File: config.mk
export PLATFORM = sky130hd
export DESIGN_NAME = acq_sequencer_flat
export DESIGN_NICKNAME = d
export VERILOG_FILES = /design/src/rtl/acq_sequencer_if.sv /design/src/rtl/acq_sequencer.sv /design/src/flat_wrapper.sv
export SDC_FILE = /design/constraint.sdc
export NUM_CORES = 1
export LEC_CHECK = 0
export BUFFER_PORTS_ARGS = -buffer_cell sky130_fd_sc_hd__buf_4
export CORE_MARGIN = 10
export CORE_UTILIZATION = 45
export DETAILED_ROUTE_END_ITERATION = 6
export PLACE_DENSITY_LB_ADDON = 0.3
export SLEW_MARGIN = 15
export SYNTH_ARGS = -nofsm -noshare
export SYNTH_HDL_FRONTEND = slang
export SYNTH_SLANG_ARGS = --single-unit
File: constraint.sdc
create_clock -name clk -period 19.02 [get_ports clk]
set_input_delay 5.706 -clock clk [delete_from_list [all_inputs] [get_ports clk]]
set_output_delay 5.706 -clock clk [all_outputs]
set_load 0.005 [all_outputs]
File: src/rtl/acq_sequencer_if.sv
// Control/status bundle between the acquisition sequencer and its host/trigger/buffer logic.
// The sequencer uses the slave side and the host uses the master side.
interface acq_sequencer_if #(
    parameter int unsigned DEPTH_LOG2 = 12,
    parameter int unsigned CNT_WIDTH  = 32
);
    logic                  arm;
    logic                  abort;
    logic                  single_shot;
    logic                  auto_mode;
    logic [DEPTH_LOG2-1:0] pretrig_len;
    logic [DEPTH_LOG2-1:0] posttrig_len;
    logic [CNT_WIDTH-1:0]  holdoff_len;
    logic [CNT_WIDTH-1:0]  timeout_len;
    logic                  sample_valid;
    logic                  trig_in;
    logic                  force_trig;
    logic                  done_ack;
    logic                  wr_en;
    logic [DEPTH_LOG2-1:0] wr_addr;
    logic [DEPTH_LOG2-1:0] trig_addr;
    logic [DEPTH_LOG2-1:0] start_addr;
    logic                  done;
    logic                  busy;
    logic                  timed_out;
    logic [2:0]            state;
    logic [15:0]           acq_count;

    modport master (
        output arm, abort, single_shot, auto_mode, pretrig_len, posttrig_len, holdoff_len,
               timeout_len, sample_valid, trig_in, force_trig, done_ack,
        input  wr_en, wr_addr, trig_addr, start_addr, done, busy, timed_out, state, acq_count
    );

    modport slave (
        input  arm, abort, single_shot, auto_mode, pretrig_len, posttrig_len, holdoff_len,
               timeout_len, sample_valid, trig_in, force_trig, done_ack,
        output wr_en, wr_addr, trig_addr, start_addr, done, busy, timed_out, state, acq_count
    );
endinterface

File: src/rtl/acq_sequencer.sv
// Capture sequencer for a circular sample buffer: arm, pre-trigger fill, trigger wait,
// post-trigger count, done handshake and holdoff, with single-shot or continuous re-arm.
module acq_sequencer #(
    parameter int unsigned DEPTH_LOG2 = 12,
    parameter int unsigned CNT_WIDTH  = 32
) (
    input logic            clk,
    input logic            rst,
    acq_sequencer_if.slave bus
);
    localparam int unsigned PW = DEPTH_LOG2 + 1;
    localparam logic [PW-1:0] Full    = {1'b1, {DEPTH_LOG2{1'b0}}};
    localparam logic [PW-1:0] PostOne = {{DEPTH_LOG2{1'b0}}, 1'b1};

    typedef enum logic [2:0] {
        StIdle     = 3'd0,
        StPretrig  = 3'd1,
        StWaitTrig = 3'd2,
        StPosttrig = 3'd3,
        StDone     = 3'd4,
        StHoldoff  = 3'd5
    } state_e;

    state_e                state_q, state_d;
    logic [DEPTH_LOG2-1:0] wr_addr_q, wr_addr_d;
    logic [DEPTH_LOG2-1:0] trig_addr_q, trig_addr_d;
    logic [DEPTH_LOG2-1:0] start_addr_q, start_addr_d;
    logic                  done_q, done_d;
    logic                  timed_out_q, timed_out_d;
    logic [15:0]           acq_count_q, acq_count_d;
    logic [DEPTH_LOG2-1:0] pre_q, pre_d;
    logic [PW-1:0]         post_q, post_d;
    logic [DEPTH_LOG2-1:0] pre_cnt_q, pre_cnt_d;
    logic [PW-1:0]         post_cnt_q, post_cnt_d;
    logic [CNT_WIDTH-1:0]  tmo_cnt_q, tmo_cnt_d;
    logic [CNT_WIDTH-1:0]  hold_cnt_q, hold_cnt_d;

    logic                  wr_en;
    logic                  trig_hw, trig_auto, do_arm, do_finish;
    logic [PW-1:0]         room, post_lim, post_new;

    // Post length is clipped so pre + post never exceeds the buffer.
    assign room     = Full - {1'b0, bus.pretrig_len};
    assign post_lim = ({1'b0, bus.posttrig_len} < room) ? {1'b0, bus.posttrig_len} : room;
    assign post_new = (post_lim == '0) ? PostOne : post_lim;

    assign trig_hw   = bus.trig_in & bus.sample_valid;
    assign trig_auto = bus.auto_mode && (bus.timeout_len != '0) &&
                       (tmo_cnt_q == bus.timeout_len - 1'b1);

    always_comb begin
        state_d      = state_q;
        wr_addr_d    = wr_addr_q;
        trig_addr_d  = trig_addr_q;
        start_addr_d = start_addr_q;
        done_d       = done_q;
        timed_out_d  = timed_out_q;
        acq_count_d  = acq_count_q;
        pre_d        = pre_q;
        post_d       = post_q;
        pre_cnt_d    = pre_cnt_q;
        post_cnt_d   = post_cnt_q;
        tmo_cnt_d    = (state_q == StWaitTrig) ? tmo_cnt_q + 1'b1 : '0;
        hold_cnt_d   = (state_q == StHoldoff) ? hold_cnt_q + 1'b1 : '0;
        do_arm       = 1'b0;
        do_finish    = 1'b0;
        wr_en        = bus.sample_valid &&
                       (state_q inside {StPretrig, StWaitTrig, StPosttrig});

        if (wr_en) wr_addr_d = wr_addr_q + 1'b1;

        if (bus.abort) begin
            state_d = StIdle;
            done_d  = 1'b0;
        end else begin
            unique case (state_q)
                StIdle: do_arm = bus.arm;
                StPretrig: begin
                    if (bus.sample_valid) begin
                        pre_cnt_d = pre_cnt_q + 1'b1;
                        if (pre_cnt_d == pre_q) state_d = StWaitTrig;
                    end
                end
                StWaitTrig: begin
                    if (trig_hw || bus.force_trig || trig_auto) begin
                        trig_addr_d = wr_addr_q;
                        post_cnt_d  = {{DEPTH_LOG2{1'b0}}, bus.sample_valid};
                        timed_out_d = trig_auto & ~trig_hw & ~bus.force_trig;
                        if (post_q == PostOne && bus.sample_valid) do_finish = 1'b1;
                        else state_d = StPosttrig;
                    end
                end
                StPosttrig: begin
                    if (bus.sample_valid) begin
                        post_cnt_d = post_cnt_q + 1'b1;
                        if (post_cnt_d == post_q) do_finish = 1'b1;
                    end
                end
                StDone: begin
                    if (bus.done_ack) begin
                        state_d = StHoldoff;
                        done_d  = 1'b0;
                    end
                end
                StHoldoff: begin
                    if (bus.holdoff_len == '0 || hold_cnt_q == bus.holdoff_len - 1'b1) begin
                        if (bus.single_shot) state_d = StIdle;
                        else do_arm = 1'b1;
                    end
                end
                default: state_d = StIdle;
            endcase

            if (do_arm) begin
                pre_d       = bus.pretrig_len;
                post_d      = post_new;
                pre_cnt_d   = '0;
                wr_addr_d   = '0;
                timed_out_d = 1'b0;
                state_d     = (bus.pretrig_len != '0) ? StPretrig : StWaitTrig;
            end

            if (do_finish) begin
                state_d      = StDone;
                start_addr_d = trig_addr_d - pre_q;
                done_d       = 1'b1;
                acq_count_d  = acq_count_q + 1'b1;
            end
        end
    end

    always_ff @(posedge clk) begin
        if (!rst) begin
            state_q      <= StIdle;
            wr_addr_q    <= '0;
            trig_addr_q  <= '0;
            start_addr_q <= '0;
            done_q       <= 1'b0;
            timed_out_q  <= 1'b0;
            acq_count_q  <= '0;
            pre_q        <= '0;
            post_q       <= '0;
            pre_cnt_q    <= '0;
            post_cnt_q   <= '0;
            tmo_cnt_q    <= '0;
            hold_cnt_q   <= '0;
        end else begin
            state_q      <= state_d;
            wr_addr_q    <= wr_addr_d;
            trig_addr_q  <= trig_addr_d;
            start_addr_q <= start_addr_d;
            done_q       <= done_d;
            timed_out_q  <= timed_out_d;
            acq_count_q  <= acq_count_d;
            pre_q        <= pre_d;
            post_q       <= post_d;
            pre_cnt_q    <= pre_cnt_d;
            post_cnt_q   <= post_cnt_d;
            tmo_cnt_q    <= tmo_cnt_d;
            hold_cnt_q   <= hold_cnt_d;
        end
    end

    assign bus.wr_en      = wr_en;
    assign bus.wr_addr    = wr_addr_q;
    assign bus.trig_addr  = trig_addr_q;
    assign bus.start_addr = start_addr_q;
    assign bus.done       = done_q;
    assign bus.busy       = (state_q != StIdle);
    assign bus.timed_out  = timed_out_q;
    assign bus.state      = state_q;
    assign bus.acq_count  = acq_count_q;
endmodule

File: src/flat_wrapper.sv
// flat-port wrapper written by rule: the top's interface ports become plain ports
module acq_sequencer_flat 
#(
    parameter int unsigned DEPTH_LOG2 = 12,
    parameter int unsigned CNT_WIDTH  = 32
)
  (clk, rst, bus_arm, bus_abort, bus_single_shot, bus_auto_mode, bus_pretrig_len, bus_posttrig_len, bus_holdoff_len, bus_timeout_len, bus_sample_valid, bus_trig_in, bus_force_trig, bus_done_ack, bus_wr_en, bus_wr_addr, bus_trig_addr, bus_start_addr, bus_done, bus_busy, bus_timed_out, bus_state, bus_acq_count);
  acq_sequencer_if #(.DEPTH_LOG2(DEPTH_LOG2), .CNT_WIDTH(CNT_WIDTH)) bus_i ();
  input logic clk;
  input logic rst;
  input wire logic [$bits(bus_i.arm)-1:0] bus_arm;
  input wire logic [$bits(bus_i.abort)-1:0] bus_abort;
  input wire logic [$bits(bus_i.single_shot)-1:0] bus_single_shot;
  input wire logic [$bits(bus_i.auto_mode)-1:0] bus_auto_mode;
  input wire logic [$bits(bus_i.pretrig_len)-1:0] bus_pretrig_len;
  input wire logic [$bits(bus_i.posttrig_len)-1:0] bus_posttrig_len;
  input wire logic [$bits(bus_i.holdoff_len)-1:0] bus_holdoff_len;
  input wire logic [$bits(bus_i.timeout_len)-1:0] bus_timeout_len;
  input wire logic [$bits(bus_i.sample_valid)-1:0] bus_sample_valid;
  input wire logic [$bits(bus_i.trig_in)-1:0] bus_trig_in;
  input wire logic [$bits(bus_i.force_trig)-1:0] bus_force_trig;
  input wire logic [$bits(bus_i.done_ack)-1:0] bus_done_ack;
  output wire logic [$bits(bus_i.wr_en)-1:0] bus_wr_en;
  output wire logic [$bits(bus_i.wr_addr)-1:0] bus_wr_addr;
  output wire logic [$bits(bus_i.trig_addr)-1:0] bus_trig_addr;
  output wire logic [$bits(bus_i.start_addr)-1:0] bus_start_addr;
  output wire logic [$bits(bus_i.done)-1:0] bus_done;
  output wire logic [$bits(bus_i.busy)-1:0] bus_busy;
  output wire logic [$bits(bus_i.timed_out)-1:0] bus_timed_out;
  output wire logic [$bits(bus_i.state)-1:0] bus_state;
  output wire logic [$bits(bus_i.acq_count)-1:0] bus_acq_count;
  assign bus_i.arm = bus_arm;
  assign bus_i.abort = bus_abort;
  assign bus_i.single_shot = bus_single_shot;
  assign bus_i.auto_mode = bus_auto_mode;
  assign bus_i.pretrig_len = bus_pretrig_len;
  assign bus_i.posttrig_len = bus_posttrig_len;
  assign bus_i.holdoff_len = bus_holdoff_len;
  assign bus_i.timeout_len = bus_timeout_len;
  assign bus_i.sample_valid = bus_sample_valid;
  assign bus_i.trig_in = bus_trig_in;
  assign bus_i.force_trig = bus_force_trig;
  assign bus_i.done_ack = bus_done_ack;
  assign bus_wr_en = bus_i.wr_en;
  assign bus_wr_addr = bus_i.wr_addr;
  assign bus_trig_addr = bus_i.trig_addr;
  assign bus_start_addr = bus_i.start_addr;
  assign bus_done = bus_i.done;
  assign bus_busy = bus_i.busy;
  assign bus_timed_out = bus_i.timed_out;
  assign bus_state = bus_i.state;
  assign bus_acq_count = bus_i.acq_count;
  acq_sequencer #(.DEPTH_LOG2(DEPTH_LOG2), .CNT_WIDTH(CNT_WIDTH)) u_core (.clk(clk), .rst(rst), .bus(bus_i));
endmodule
==> flow_summary.json <==
{
  "start_util": 0.459,
  "synth_area_per_cell_um2": 7.96,
  "peakVddDrop_uv": 47.6,
  "seqPwrFrac": 0.446,
  "cp_data_required_time_ns": 13.31,
  "area_growth_pct": 16.6,
  "clock_sinks": 171,
  "hold_path_end": "u_core.bus.start_addr[5]$_SDFFE_PN0P_",
  "p_sw_mw": 0.236,
  "slowest_stage": "o21a_1",
  "drt_iter0_markers": 869,
  "gp_congestion": 0.908,
  "path_clk_slew_ns": 0.08,
  "insertion_delay_ns": 0.44,
  "portBuffers": 156,
  "rsz0062_at_grt": "no",
  "power_frac_comb": 0.126,
  "timing.rr.end": "u_core.bus.start_addr[11]$_SDFFE_PN0P_",
  "clockRootBuffer": "clkbuf_16",
  "cts_setup_buffers": 0,
  "clockBufferDepth": 2,
  "hp-start": "u_core.bus.start_addr[5]$_SDFFE_PN0P_",
  "dieArea_um2": 32700,
  "core_area_um2": 25300,
  "drt-vias-per-instance": 5.69,
  "cts_tree": "built",
  "status": "finished clean",
  "vias": 10944,
  "grt_antenna_before_repair": 1,
  "arrival_ns": 6.62,
  "reg2reg_depth": 18,
  "avgRoutedWirePerCell_um": 17.1,
  "r2r_start": "u_core.tmo_cnt_q[23]$_SDFF_PN0_",
  "worst_path_largest_cell_delay_ns": 0.36,
  "holdWs_ns": 0.461,
  "critical-path-top-delay-family": "compound AO/OA/AOI/OAI gates",
  "grt_pass1_wl_um": 53700,
  "first_global_vias": 10330,
  "drv_cap": 0,
  "hold_path_class": "reg2reg",
  "endpoint_kind": "primary output",
  "detail_route.first_pass.iterations": 6,
  "final_cell_mix": "nor2_1, dfxtp_1, buf_4",
  "ant_nets": 0,
  "yosysTopAreaCell": "dfxtp_1",
  "cp_common_cell": "buf_4",
  "route.detailed.drc": 0,
  "rows": 58,
  "fin_crit_sh": 0.648,
  "min_path_cells": 2,
  "period_needed_ns": 12.32,
  "startpoint_type": "input pin",
  "worstPathMaxFanout": 8,
  "synth_top_area_frac": 0.295,
  "finalSetupViolations": 0,
  "die_x_um": 181,
  "yosysSeqAreaShare": 0.295,
  "max_freq_mhz": 81.2,
  "synth_edf_count": 0,
  "tns_ns": 0,
  "gr-usage-all-layers": 0.193,
  "pwr_density_cell_nw_per_um2": 60.6,
  "crit_buf_inv": 2,
  "ios": 157,
  "synthesis.area_um2": 11600,
  "skew_ns": 0.0175,
  "synth_warnings": 0,
  "p_sw_frac": 0.287,
  "critical_path_class": "in2out",
  "numCtsBuffers": 17,
  "cts.htree.levels": 4,
  "hpwlAfterDp_um": 25400,
  "synth_cells": 1461,
  "wl_um": 32900,
  "grt_max_degree": 40,
  "rrSetupSlack_ns": 13.63,
  "report.final.slew_viol_count": 0,
  "worstMarginPinSlew_ns": 1.02,
  "die-height_um": 181,
  "crit_chain": "buf_4 -> nor2b_1 -> o21a_1 -> buf_4",
  "clkPwrFrac": 0.428,
  "synthTopCellsByArea": "dfxtp_1, xor2_1, xnor2_1",
  "power_leakage_nw": 5.07,
  "cp.depth": 4,
  "post_cts_resized": 0,
  "report.final.hold_viol_count": 0,
  "num-nets-final": 1708,
  "slew_headroom": 0.312,
  "synth_cell_types": 83,
  "intPower_mw": 0.585,
  "synthArstFlopShare": 0,
  "drive_above_1_share": 0.151,
  "yosys_register_bits": 171,
  "fin_util": 0.535,
  "grt_overflow": 0,
  "power.total_mw": 0.821,
  "synth_nets": 1591,
  "synth_top_flop_cell": "dfxtp_1",
  "layout_commonest_cell": "nor2_1",
  "hold_buffers": 0
}
## metal layers
layer	part of all wire	GRT usage	up-vias
li1	-	-	5485
met1	0.48	0.266	5099
met2	0.45	0.307	331
met3	0.059	0.0374	29
met4	0.0098	0.0387	0
met5	0	0	-
## cells by family after synthesis
family | Yosys count | share of synthesized area
multiplexers | 55 | 0.0487
XOR/XNOR | 196 | 0.149
AND/OR/NAND/NOR | 610 | 0.272
flip-flops | 171 | 0.295
buffers and inverters | 127 | 0.0468
AO/OA/AOI/OAI | 270 | 0.154
adder cells (fa/ha/maj) | 32 | 0.0351
## power groups by stage
stage               clock (mW)  sequential, mW  combinational [mW]
floorplan                    0           0.372              0.0638
global placement             0           0.374               0.101
detailed placement           0           0.374               0.103
CTS                      0.356           0.366               0.103
global route             0.370           0.366               0.115
finish                   0.351           0.366               0.104
## worst reg2reg max path, cell delays in order (launching register included)
cell and delay [ns]:
dfxtp_1 0.39, xnor2_1 0.17, o21ba_2 0.19, a2111oi_0 0.46, a31oi_1 0.15, nor4_1 0.50, nand4_2 0.31, a21oi_1 0.25
buf_4 0.26, mux2_2 0.39, ha_1 0.28, a21o_1 0.18, a21o_1 0.19, a21o_1 0.19, a31oi_1 0.22, o21ai_0 0.17
o41ai_1 0.40, xnor3_1 0.39, o211a_1 0.20
## cell type report
type	count	area, µm²
inverters	62	233
clock inverters	15	175
well taps	330	413
multi-input cells	1163	7660
fillers	2391	11800
clock buffers	17	425
repair buffers	163	1220
diodes	1	2.50
flip-flops and latches	171	3420
## flip-flops by register name, summed over array words and instances (netlist names)
name / count
u_core.bus.start_addr: 12
u_core.tmo_cnt_q: 32
u_core.bus.done: 1
u_core.bus.acq_count: 16
u_core.bus.trig_addr: 12
u_core.hold_cnt_q: 32
u_core.bus.state: 3
u_core.bus.wr_addr: 12
u_core.pre_q: 12
u_core.pre_cnt_q: 12
u_core.post_cnt_q: 13
u_core.post_q: 13
u_core.bus.timed_out: 1
## synth_stat cells (all sizes together), types with 25 or more instances
library cell and instances:
nand2 103, or3 28, mux2i 43, xor2 103
or4 25, o21ai 62, clkbuf 44, nor4 33
inv 62, nand3 56, and3 28, xnor2 92
ha 31, nor2 184, nor3 39, dfxtp 171
nand4 31, a21oi 68
## worst max path at each step
stage	start	end	slack [ns]
floorplan	bus_sample_valid	bus_wr_en	7.09
global placement	bus_sample_valid	bus_wr_en	6.75
detailed placement	bus_sample_valid	bus_wr_en	6.74
CTS	bus_sample_valid	bus_wr_en	6.73
global route	bus_sample_valid	bus_wr_en	6.64
finish	bus_sample_valid	bus_wr_en	6.70
## metrics by stage
| step | area [µm²] | std cells | worst slack, ns |
|---|---|---|---|
| 2_1_floorplan | 11600 | 1461 | 7.09 |
| 3_3_place_gp | 12900 | 1889 | 6.75 |
| 3_5_place_dp | 12900 | 1889 | 6.74 |
| 4_1_cts | 13500 | 1921 | 6.73 |
| 5_1_grt | 13600 | 1921 | 6.64 |
| 6_report | 13600 | 1922 | 6.70 |
No activity file was read; power rests on OpenSTA's default activity.
